<file path="config.mk">
export PLATFORM = sky130hd
export DESIGN_NAME = button_debounce
export DESIGN_NICKNAME = d
export VERILOG_FILES = /design/src/rtl/button_debounce_pkg.sv /design/src/rtl/sync_2ff.sv /design/src/rtl/button_debounce.sv
export SDC_FILE = /design/constraint.sdc
export NUM_CORES = 1
export LEC_CHECK = 0
export ABC_AREA = 0
export ABC_CLOCK_PERIOD_IN_PS = 4200
export CAP_MARGIN = 0
export CORE_MARGIN = 2
export CORE_UTILIZATION = 35
export DETAILED_ROUTE_END_ITERATION = 10
export PLACE_DENSITY = 0.6
export SETUP_SLACK_MARGIN = 0.3
export SYNTH_ARGS = -nofsm -noshare
export SYNTH_HDL_FRONTEND = slang
export SYNTH_SLANG_ARGS = --single-unit
</file>
<file path="constraint.sdc">
create_clock -name clk -period 4.2 [get_ports clk]
set_input_delay 1.05 -clock clk [delete_from_list [all_inputs] [get_ports clk]]
set_output_delay 1.05 -clock clk [all_outputs]
set_load 0.03 [all_outputs]
</file>
<file path="src/rtl/button_debounce_pkg.sv">
// Shared state encodings and default qualify window for the switch debouncer and its
// downstream pulse stage.
package button_debounce_pkg;

    typedef enum logic [1:0] {
        S_LOW  = 2'b00,
        S_L2H  = 2'b01,
        S_HIGH = 2'b11,
        S_H2L  = 2'b10
    } db_state_e;

    // 10 ms at 100 MHz
    localparam int unsigned DEBOUNCE_CYCLES_DEF = 1000000;

endpackage

</file>
<file path="src/rtl/sync_2ff.sv">
// Two-flop synchroniser for one asynchronous bit; both flops clear on reset.
// Latency 2 clk edges; no backpressure (free-running).
module sync_2ff (
    input  logic clk,
    input  logic rst_n,
    input  logic d_i,
    output logic q_o
);

    logic s1_q;
    logic s2_q;

    always_ff @(posedge clk or negedge rst_n) begin
        if (!rst_n) begin
            s1_q <= 1'b0;
            s2_q <= 1'b0;
        end else begin
            s1_q <= d_i;
            s2_q <= s1_q;
        end
    end

    assign q_o = s2_q;

endmodule

</file>
<file path="src/rtl/button_debounce.sv">
// Debounces a raw pad switch into a clean level with rise/fall strobes and a saturating press count.
// Latency DEBOUNCE_CYCLES+1 edges from capture to db_level; no backpressure (free-running).
module button_debounce
    import button_debounce_pkg::*;
#(
    parameter int unsigned DEBOUNCE_CYCLES = DEBOUNCE_CYCLES_DEF,
    parameter int unsigned PRESS_CNT_W     = 8
) (
    input  logic                   clk,
    input  logic                   rst_n,
    input  logic                   btn_in,
    input  logic                   cnt_clr,
    output logic                   db_level,
    output logic                   db_rise,
    output logic                   db_fall,
    output logic                   bouncing,
    output logic [PRESS_CNT_W-1:0] press_cnt
);

    localparam int unsigned      CNT_W    = $clog2(DEBOUNCE_CYCLES + 1);
    localparam logic [CNT_W-1:0] CNT_LAST = CNT_W'(DEBOUNCE_CYCLES - 1);

    logic                   s2;
    db_state_e              state_q,    state_d;
    logic [CNT_W-1:0]       cnt_q,      cnt_d;
    logic                   level_q,    level_d;
    logic                   rise_q,     rise_d;
    logic                   fall_q,     fall_d;
    logic                   bouncing_q, bouncing_d;
    logic [PRESS_CNT_W-1:0] press_q,    press_d;

    sync_2ff u_sync (
        .clk   (clk),
        .rst_n (rst_n),
        .d_i   (btn_in),
        .q_o   (s2)
    );

    always_ff @(posedge clk or negedge rst_n) begin
        if (!rst_n) begin
            state_q    <= S_LOW;
            cnt_q      <= '0;
            level_q    <= 1'b0;
            rise_q     <= 1'b0;
            fall_q     <= 1'b0;
            bouncing_q <= 1'b0;
            press_q    <= '0;
        end else begin
            state_q    <= state_d;
            cnt_q      <= cnt_d;
            level_q    <= level_d;
            rise_q     <= rise_d;
            fall_q     <= fall_d;
            bouncing_q <= bouncing_d;
            press_q    <= press_d;
        end
    end

    // cnt counts consecutive samples opposing the stable level; any agreeing sample aborts.
    always_comb begin
        state_d    = state_q;
        cnt_d      = cnt_q;
        level_d    = level_q;
        rise_d     = 1'b0;
        fall_d     = 1'b0;
        bouncing_d = bouncing_q;
        case (state_q)
            S_LOW: begin
                if (s2) begin
                    state_d    = S_L2H;
                    cnt_d      = CNT_W'(1);
                    bouncing_d = 1'b1;
                end
            end
            S_L2H: begin
                if (!s2) begin
                    state_d    = S_LOW;
                    cnt_d      = '0;
                    bouncing_d = 1'b0;
                end else if (cnt_q == CNT_LAST) begin
                    state_d    = S_HIGH;
                    cnt_d      = '0;
                    level_d    = 1'b1;
                    rise_d     = 1'b1;
                    bouncing_d = 1'b0;
                end else begin
                    cnt_d = cnt_q + CNT_W'(1);
                end
            end
            S_HIGH: begin
                if (!s2) begin
                    state_d    = S_H2L;
                    cnt_d      = CNT_W'(1);
                    bouncing_d = 1'b1;
                end
            end
            S_H2L: begin
                if (s2) begin
                    state_d    = S_HIGH;
                    cnt_d      = '0;
                    bouncing_d = 1'b0;
                end else if (cnt_q == CNT_LAST) begin
                    state_d    = S_LOW;
                    cnt_d      = '0;
                    level_d    = 1'b0;
                    fall_d     = 1'b1;
                    bouncing_d = 1'b0;
                end else begin
                    cnt_d = cnt_q + CNT_W'(1);
                end
            end
            default: begin
                state_d    = S_LOW;
                cnt_d      = '0;
                level_d    = 1'b0;
                bouncing_d = 1'b0;
            end
        endcase
    end

    // A clear coinciding with an accepted press still records that press.
    always_comb begin
        press_d = press_q;
        if (cnt_clr) begin
            press_d = rise_d ? PRESS_CNT_W'(1) : '0;
        end else if (rise_d && !(&press_q)) begin
            press_d = press_q + PRESS_CNT_W'(1);
        end
    end

    assign db_level  = level_q;
    assign db_rise   = rise_q;
    assign db_fall   = fall_q;
    assign bouncing  = bouncing_q;
    assign press_cnt = press_q;

endmodule
</file>
==> results.yml <==
yosys:
  synth_top_area_frac: 0.446
  yosysWarnings: 0
  synth-edff-count: 0
  yosysMostFrequentCell: "dfrtp_1"
  ys.flop_type: "dfrtp_1"
  synth_top_cell_by_area: "dfrtp_1"
  synthCells: 220
  synthTopCellsByArea: "dfrtp_1, ha_1, o21ai_0, a21oi_1, nor2_1"
  synth_area_mm2: 0.00202
  synth_fp_nets: 230
  avgSynthCellArea_um2: 9.18
  synthArstFlopShare: 1.00
  synth_common_cells: "dfrtp_1, nor2_1, o21ai_0"
  seq_area_frac_synth: 0.446
  synth.distinct_cells: 45
  ys_seq_elements: 36
global_route:
  grt_max_degree: 37
  grt_pass1_wl_um: 7770
  grt_usage: 0.157
  antenna_found_initial: 0
  grt_pass1_vias: 1590
  gr-total-overflow: 0
clocking:
  clock-sinks: 36
  cts_resized: 0
  cts_buffers: 5
  htreeDepth: 2
  hold_buffers: 0
  clock_latency_ps: 290
  ctsLongestPathBuffers: 2
  cts-root-buf: "clkbuf_8"
  path_clk_slew_ps: 70
  cts_setup_buffers: 0
  cts_tree: "yes"
die:
  fp.dieH_um: 80.0
  die_x_um: 80.0
  initial_core_util: 0.364
  die-area_mm2: 0.00639
  rows: 27
  top_level_ports: 16
  core_mm2: 0.00554
critical_path:
  worstSetupPathType: "register to output pin"
  path_max_fanout: 7
  crit_path_max_incr_delay_ps: 710
  slowest_stage: "clkdlybuf4s50_1"
  end_kind: "output pin"
  critPathBufInv: 1
  critPathArrivalTime_ps: 1450
  worstSetupStartpointType: "register"
  cp.required_ps: 3150
  path_cells: "clkdlybuf4s50_1"
  crit_family: "buffers and inverters"
sta:
  finalSetupViolCount: 0
  slew_violations: 0
  tightest_slew_ps: 948
  finalClockSkew_ps: 5.54
  report.final.hold_viol_count: 0
  min_period_ps: 2500
  clock.fmax_ghz: 0.401
  slew_headroom: 0.365
  min_period_over_period: 0.594
  grt_setup_unrepaired: "false"
  setup_tns_ps: 0
final_layout:
  drive_gt1_frac: 0.0551
  final_cells: 308
  nets: 245
  area_delta_synth_final_pct: 14.9
  diodes: 0
job:
  drv_cap: 0
placement:
  gp_congestion: 0.814
  dp_cells: 300
  io_buffers: 15
  hpwl_um: 3120
pwr:
  ir_worst_vdd_mv: 0.154
  power_density_mw_per_mm2: 441
  p_total_w: 0.00102
  p_leak_nw: 0.970
worst_hold_path:
  hp-class: "register to register"
drt:
  drc: 0
  antenna_left: 0
  drt_iter0_drc: 167
  drt-pass1-iter-count: 4
  wl_per_cell_um: 14.4
  via_count: 1693
  vias_per_cell: 5.50
  wirelength_um: 4420
run_status:
  status: "finished clean"
metrics by stage:
stage	setup WS (ps)	util	hold slack [ps]	area [um^2]
floorplan	2050	-	331	2020
global route	1490	0.419	386	2320
detailed placement	1750	0.403	360	2230
CTS	1690	0.419	376	2320
global placement	1790	0.403	334	2230
finish	1700	0.419	367	2320
state kept, by name (all words and copies together), names as in the netlist:
name / cells
u_sync.q_o: 1
db_rise: 1
u_sync.s1_q: 1
state_q: 2
bouncing: 1
cnt_q: 20
press_cnt: 8
db_level: 1
db_fall: 1
per-layer routing:
metal | wire, um | part of all wire | global-route usage
met5 | 0 | 0 | 0
met4 | 42 | 0.0095 | 0.0542
met3 | 88 | 0.020 | 0.0373
met2 | 2070 | 0.47 | 0.233
met1 | 2220 | 0.50 | 0.223
where the power goes:
| part | internal (W) | switching [W] |
|---|---|---|
| sequential | 0.000377 | 0.0000264 |
| combinational | 0.000132 | 0.000234 |
| clock | 0.000134 | 0.000121 |
| total | 0.000642 | 0.000382 |
kinds of logic (layout without fill, tap and decap cells):
group,count (synthesis),after routing,share of synthesized area
XOR/XNOR,5,5,0.0217
AO/OA/AOI/OAI,54,54,0.172
flip-flops,36,36,0.446
multiplexers,3,3,0.0155
AND/OR/NAND/NOR,97,97,0.272
buffers and inverters,19,35,0.0359
adder cells (fa/ha/maj),6,6,0.0372
worst paths after layout:
path / startpoint / to / slack, ps / depth (start not counted)
hold reg to reg: u_sync.s1_q$_DFF_PN0_ / u_sync.q_o$_DFF_PN0_ / 370 / 0
setup / recovery: press_cnt[0]$_DFFE_PN0P_ / press_cnt[0] / 1700 / 1
max in group asynchronous: rst_n / cnt_q[0]$_DFFE_PN0P_ / 2830 / 1
hold / removal: u_sync.s1_q$_DFF_PN0_ / u_sync.q_o$_DFF_PN0_ / 370 / 0
setup reg to reg: cnt_q[0]$_DFFE_PN0P_ / cnt_q[7]$_DFFE_PN0P_ / 1730 / 6
min in group asynchronous: rst_n / db_level$_DFFE_PN0P_ / 860 / 1
final cells by class:
class	count	area [um^2]
Fill cell	570	3220
Timing Repair Buffer	16	153
Multi-Input combinational cell	165	1050
Tap cell	72	90.1
Clock buffer	8	90.1
Inverter	11	41.3
Sequential cell	36	901
placed cells by master, fill, tap and decap left out, types with 2 or more instances in the layout:
cell type	instances
inv_1	11
o21ai_0	15
nor3b_1	2
nor2_1	17
clkbuf_1	2
a21o_1	7
a211oi_1	3
nor2b_1	2
and4_1	5
a21oi_1	13
clkdlybuf4s50_1	14
ha_1	6
nand4_1	10
mux2i_1	2
dfrtp_1	36
nor3_1	10
nand2b_1	5
or3_1	7
nand3_1	11
xor2_1	5
o21a_1	2
nor4_1	4
and3_1	4
nand2_1	14
or4_1	2
clkbuf_8	6
No activity file was read; power rests on OpenSTA's default activity.
